`src/rtl/trace_dump_unit.sv`:
```
// trace_dump_unit: counts cycles/stalls/flushes and streams a 45-word snapshot frame
// (header, counters, PC, GPRs, low data memory) over a 32-bit valid/ready link.
module trace_dump_unit #(
   parameter int CNT_W         = 32,
   parameter int NUM_REGS      = 32,
   parameter int NUM_MEM_WORDS = 8
) (
   input  logic             clk_i,
   input  logic             rst_i,
   input  logic             start_i,
   input  logic             stall_i,
   input  logic             flush_i,
   input  logic [31:0]      pc_i,
   input  logic             dump_req_i,
   output logic [4:0]       reg_addr_o,
   input  logic [31:0]      reg_data_i,
   output logic [31:0]      mem_addr_o,
   input  logic [31:0]      mem_data_i,
   output logic             tx_valid_o,
   output logic [31:0]      tx_data_o,
   input  logic             tx_ready_i,
   output logic             busy_o,
   output logic [CNT_W-1:0] cycle_cnt_o,
   output logic [CNT_W-1:0] stall_cnt_o,
   output logic [CNT_W-1:0] flush_cnt_o
);
   localparam int REG_LO = 5;
   localparam int MEM_LO = REG_LO + NUM_REGS;
   localparam int LAST   = MEM_LO + NUM_MEM_WORDS - 1;

   typedef enum logic [2:0] {IDLE, HDR, CNT, REG, MEM} state_t;
   state_t state, state_nx;

   logic [CNT_W-1:0] cyc, stl, fls, cyc_nx, stl_nx, fls_nx;
   logic [CNT_W-1:0] snap_cyc, snap_stl, snap_fls;
   logic [31:0]      snap_pc, nxt_data, mem_hold;
   logic [15:0]      seq;
   logic [7:0]       idx, nidx, reg_off, mem_off;
   logic [4:0]       reg_hold;
   logic             xfer, accept, in_reg, in_mem;

   assign cycle_cnt_o = cyc;
   assign stall_cnt_o = stl;
   assign flush_cnt_o = fls;
   assign tx_valid_o  = state != IDLE;
   assign busy_o      = state != IDLE;
   assign xfer        = tx_valid_o & tx_ready_i;
   assign accept      = state == IDLE && dump_req_i;

   // Saturating counters; snapshots take these next values so the request edge is included.
   assign cyc_nx = (start_i && !(&cyc)) ? cyc + CNT_W'(1) : cyc;
   assign stl_nx = (start_i && stall_i && !(&stl)) ? stl + CNT_W'(1) : stl;
   assign fls_nx = (start_i && flush_i && !(&fls)) ? fls + CNT_W'(1) : fls;

   // Read ports address the word loaded at the next transfer; elsewhere they keep their last value.
   always_comb begin
      nidx       = idx + 8'd1;
      reg_off    = nidx - 8'(REG_LO);
      mem_off    = nidx - 8'(MEM_LO);
      in_reg     = nidx >= 8'(REG_LO) && nidx < 8'(MEM_LO);
      in_mem     = nidx >= 8'(MEM_LO) && nidx <= 8'(LAST);
      reg_addr_o = in_reg ? reg_off[4:0] : reg_hold;
      mem_addr_o = in_mem ? {22'd0, mem_off, 2'b00} : mem_hold;
      nxt_data   = nidx == 8'd1 ? 32'(snap_cyc) :
                   nidx == 8'd2 ? 32'(snap_stl) :
                   nidx == 8'd3 ? 32'(snap_fls) :
                   nidx == 8'd4 ? snap_pc :
                   in_reg       ? reg_data_i :
                   in_mem       ? mem_data_i : 32'd0;
   end

   always_comb begin
      state_nx = state;
      case (state)
         IDLE:    state_nx = dump_req_i ? HDR : IDLE;
         HDR:     state_nx = xfer ? CNT : HDR;
         CNT:     state_nx = (xfer && idx == 8'd4) ? REG : CNT;
         REG:     state_nx = (xfer && idx == 8'(MEM_LO - 1)) ? MEM : REG;
         MEM:     state_nx = (xfer && idx == 8'(LAST)) ? IDLE : MEM;
         default: state_nx = IDLE;
      endcase
   end

   always_ff @(posedge clk_i or negedge rst_i) begin
      if (!rst_i) begin
         state     <= IDLE;
         cyc       <= '0;
         stl       <= '0;
         fls       <= '0;
         snap_cyc  <= '0;
         snap_stl  <= '0;
         snap_fls  <= '0;
         snap_pc   <= '0;
         seq       <= '0;
         idx       <= '0;
         tx_data_o <= '0;
         reg_hold  <= '0;
         mem_hold  <= '0;
      end else begin
         state    <= state_nx;
         cyc      <= cyc_nx;
         stl      <= stl_nx;
         fls      <= fls_nx;
         reg_hold <= reg_addr_o;
         mem_hold <= mem_addr_o;
         if (accept) begin
            tx_data_o <= {16'hC0DE, seq};
            seq       <= seq + 16'd1;
            idx       <= '0;
            snap_cyc  <= cyc_nx;
            snap_stl  <= stl_nx;
            snap_fls  <= fls_nx;
            snap_pc   <= pc_i;
         end else if (xfer) begin
            tx_data_o <= nxt_data;
            idx       <= nidx;
         end
      end
   end
endmodule
```
`config.mk`:
```
export PLATFORM = sky130hd
export DESIGN_NAME = trace_dump_unit
export DESIGN_NICKNAME = d
export VERILOG_FILES = /design/src/rtl/trace_dump_unit.sv
export SDC_FILE = /design/constraint.sdc
export NUM_CORES = 1
export LEC_CHECK = 0
export CAP_MARGIN = 40
export CORE_MARGIN = 2
export CORE_UTILIZATION = 41
export CTS_CLUSTER_DIAMETER = 40
export CTS_CLUSTER_SIZE = 20
export DETAILED_ROUTE_END_ITERATION = 10
export HOLD_SLACK_MARGIN = 0.08
export PLACE_DENSITY = 0.63
export SLEW_MARGIN = 20
export SYNTH_ARGS = -nofsm -noshare
export SYNTH_HDL_FRONTEND = slang
export SYNTH_SLANG_ARGS = --single-unit
```
`constraint.sdc`:
```
create_clock -name clk_i -period 7.85 [get_ports clk_i]
set_input_delay 1.1775 -clock clk_i [delete_from_list [all_inputs] [get_ports clk_i]]
set_output_delay 1.1775 -clock clk_i [all_outputs]
set_load 0.005 [all_outputs]
```
==> reports/results.ini <==
[sta]
max_freq_mhz = 188.2
period_needed_ns = 5.315
final.setup.tns_ns = 0
fin_crit_sh_pct = 67.70
rsz0062_at_grt = false
maxSlewViolCount = 0
setup_violations = 0
finalHoldViolCount = 0
tightest_slew_ns = 0.8146
relSlewSlack_pct = 45.24
hold_ws_ns = 0.4527
skew_ns = 0.02929

[clock_network]
cts_root_buffer = clkbuf_16
path_clk_slew_ns = 0.06
cts_sinks = 320
insertion_delay_ns = 0.59
cts_tree = yes
cts_buffers = 54
clockBufferDepth = 3
htree_levels = 2
cts_resized = 0
postCtsSetupBuffers = 0
cts_hold_buffers = 0

[detailed_routing]
via_per_inst = 5.541
drt-initial-drc-count = 955
vias = 12430
drc = 0
wirelength_um = 47500
wl_per_cell_um = 21.17
drt_first_pass_iters = 7
drtAntennaViolNets = 0

[final_layout]
drive_above_1_share_pct = 12.96
layout_commonest_cell = dfrtp_1
area_delta_synth_final_pct = 34.93
fin_util_pct = 55.70
layout_common_cells = dfrtp_1 (320), nand2_1 (283), clkdlybuf4s50_1 (268)
diodes = 0
fin_nets = 1845

[placement]
portBuffers = 269
hpwl_um = 33790
gp_congestion = 0.8593

[power_and_ir_drop]
p_switching_uw = 2338
p_sw_share_pct = 34.56
power_leakage_uw = 0.009068
power_uw = 6764
power_density_nw_per_um2 = 334.1
combinationalPowerShare_pct = 30.4
ir_drop_mv = 0.1867
clock_power_share_pct = 36.8
seqPwrFrac_pct = 32.8
intPower_uw = 4426

[synth]
ys_dominant_reg_cell = dfrtp_1
ys.warnings.count = 0
async_reset_ff_share_pct = 100.0
syn-cell-area_um2 = 15000
syn-mean-instance-area_um2 = 10.33
syn_nets = 1567
ys_seq_area_share_pct = 53.37
synth_cell_types = 67
ys_ff_latch = 320
synth_edf_count = 0
syn_inst = 1453

[global_route]
antenna_found_initial = 0
grt_pass1_wl_um = 73260
grt_max_degree = 186
grt_usage_pct = 24.90
grt_overflow = 0
grt_pass1_vias = 12320

[worst_setup_path]
path_class = flop to output pin
worstSetupStartpointType = flop
required_ns = 6.67
crit_arrival_ns = 4.14
endpoint_kind = output pin
crit_fanout = 28

[min_path]
hold_class = input port to async pin

[floorplanning]
die_area_um2 = 38140
num_io_pins = 270
fp.dieH_um = 195.3
core_area_um2 = 36350
die_x_um = 195.3
start_util_pct = 41.28
row_count = 70

[flow_run]
drv_cap = 0

[status]
status = completed

-- metrics by stage --
step	cell area, um^2	setup WS (ns)	std cells
2_1_floorplan	15000	4.155	1453
3_3_place_gp	18120	2.985	2130
3_5_place_dp	18190	2.914	2135
4_1_cts	20120	2.293	2235
5_1_grt	20240	2.247	2243
6_report	20240	2.535	2243
-- cell usage after synthesis, drive strengths merged, types with 10 or more instances --
cell type | number | area (um^2)
nand2 | 284 | 1066
o211ai | 11 | 82.58
clkbuf | 51 | 191.4
xor2 | 45 | 394.1
and4 | 14 | 122.6
xnor2 | 69 | 630.6
buf | 22 | 107.6
o22ai | 24 | 150.1
inv | 10 | 37.53
o2bb2ai | 17 | 148.9
a21oi | 28 | 140.1
ha | 11 | 137.6
o31ai | 18 | 135.1
nand3 | 57 | 285.3
nor2 | 87 | 329.1
o21ai | 40 | 200.2
a31oi | 24 | 150.1
nand4 | 35 | 219.0
nor3 | 26 | 172.7
a222oi | 21 | 210.2
and2 | 36 | 225.2
dfrtp | 320 | 8008
mux2 | 74 | 833.3
and3 | 34 | 217.7
-- final timing paths --
| path | from | endpoint | slack [ns] | cells past startpoint |
|---|---|---|---|---|
| max | idx[0] | mem_addr_o[7] | 2.54 | 9 |
| min | rst_i | stall_cnt_o[5] | 0.45 | 1 |
| max reg2reg | idx[0] | tx_data_o[11] | 3.92 | 9 |
| min reg2reg | mem_hold[21] | mem_hold[21] | 0.47 | 1 |
| max in group asynchronous | rst_i | mem_hold[22] | 5.56 | 4 |
| min in group clk_i | mem_hold[21] | mem_hold[21] | 0.47 | 1 |
-- power groups by stage --
stage	logic [uW]	registers (uW)	clock network (uW)
after global routing	2240	2250	2610
after floorplan	1150	2150	0
after detailed placement	2040	2240	0
final	2060	2220	2490
after global placement	1980	2230	0
after CTS	2050	2220	2530
-- critical path, stage by stage, from the launching register on --
cell and delay (ns):
dfrtp_1 0.54, ha_1 0.48, and4_1 0.31, nand2_1 0.15, o21a_1 0.35, or3_1 0.49, buf_8 0.19, nor4b_1 0.39
a21o_1 0.16, clkdlybuf4s50_1 0.50
-- kinds of logic (layout without fill, tap and decap cells) --
logic type	after synthesis	in the layout	share of synthesized area, %
and+or+nand+nor	613	613	19.66
xor gates and xnor gates	114	114	6.830
adders and majority gates	11	11	0.9173
AOI/OAI and AO/OA	238	238	11.43
DFF	320	320	53.37
muxes	74	74	5.554
buffers and inverters	83	405	2.243
-- routing by layer --
layer	track usage [%]	share of wire (%)
met5	0	0
met4	11.22	3.9
met3	4.836	6.6
met1	33.36	43
met2	39.34	47
-- registers in the layout, indices dropped and copies added, names as in the netlist, 32 cells and up --
| name | cells |
|---|---|
| cycle_cnt_o | 32 |
| flush_cnt_o | 32 |
| mem_hold | 32 |
| snap_cyc | 32 |
| snap_fls | 32 |
| snap_pc | 32 |
| snap_stl | 32 |
| stall_cnt_o | 32 |
| tx_data_o | 32 |
-- area by class of cell --
type	count	area, um^2
Clock buffer	59	1411
Sequential cell	320	8008
Inverter	10	37.54
Timing Repair Buffer	295	3005
Tap cell	468	585.6
Multi-Input combinational cell	1050	6678
Clock inverter	41	519.2
Fill cell	3182	16100
No activity file was read; power rests on OpenSTA's default activity.
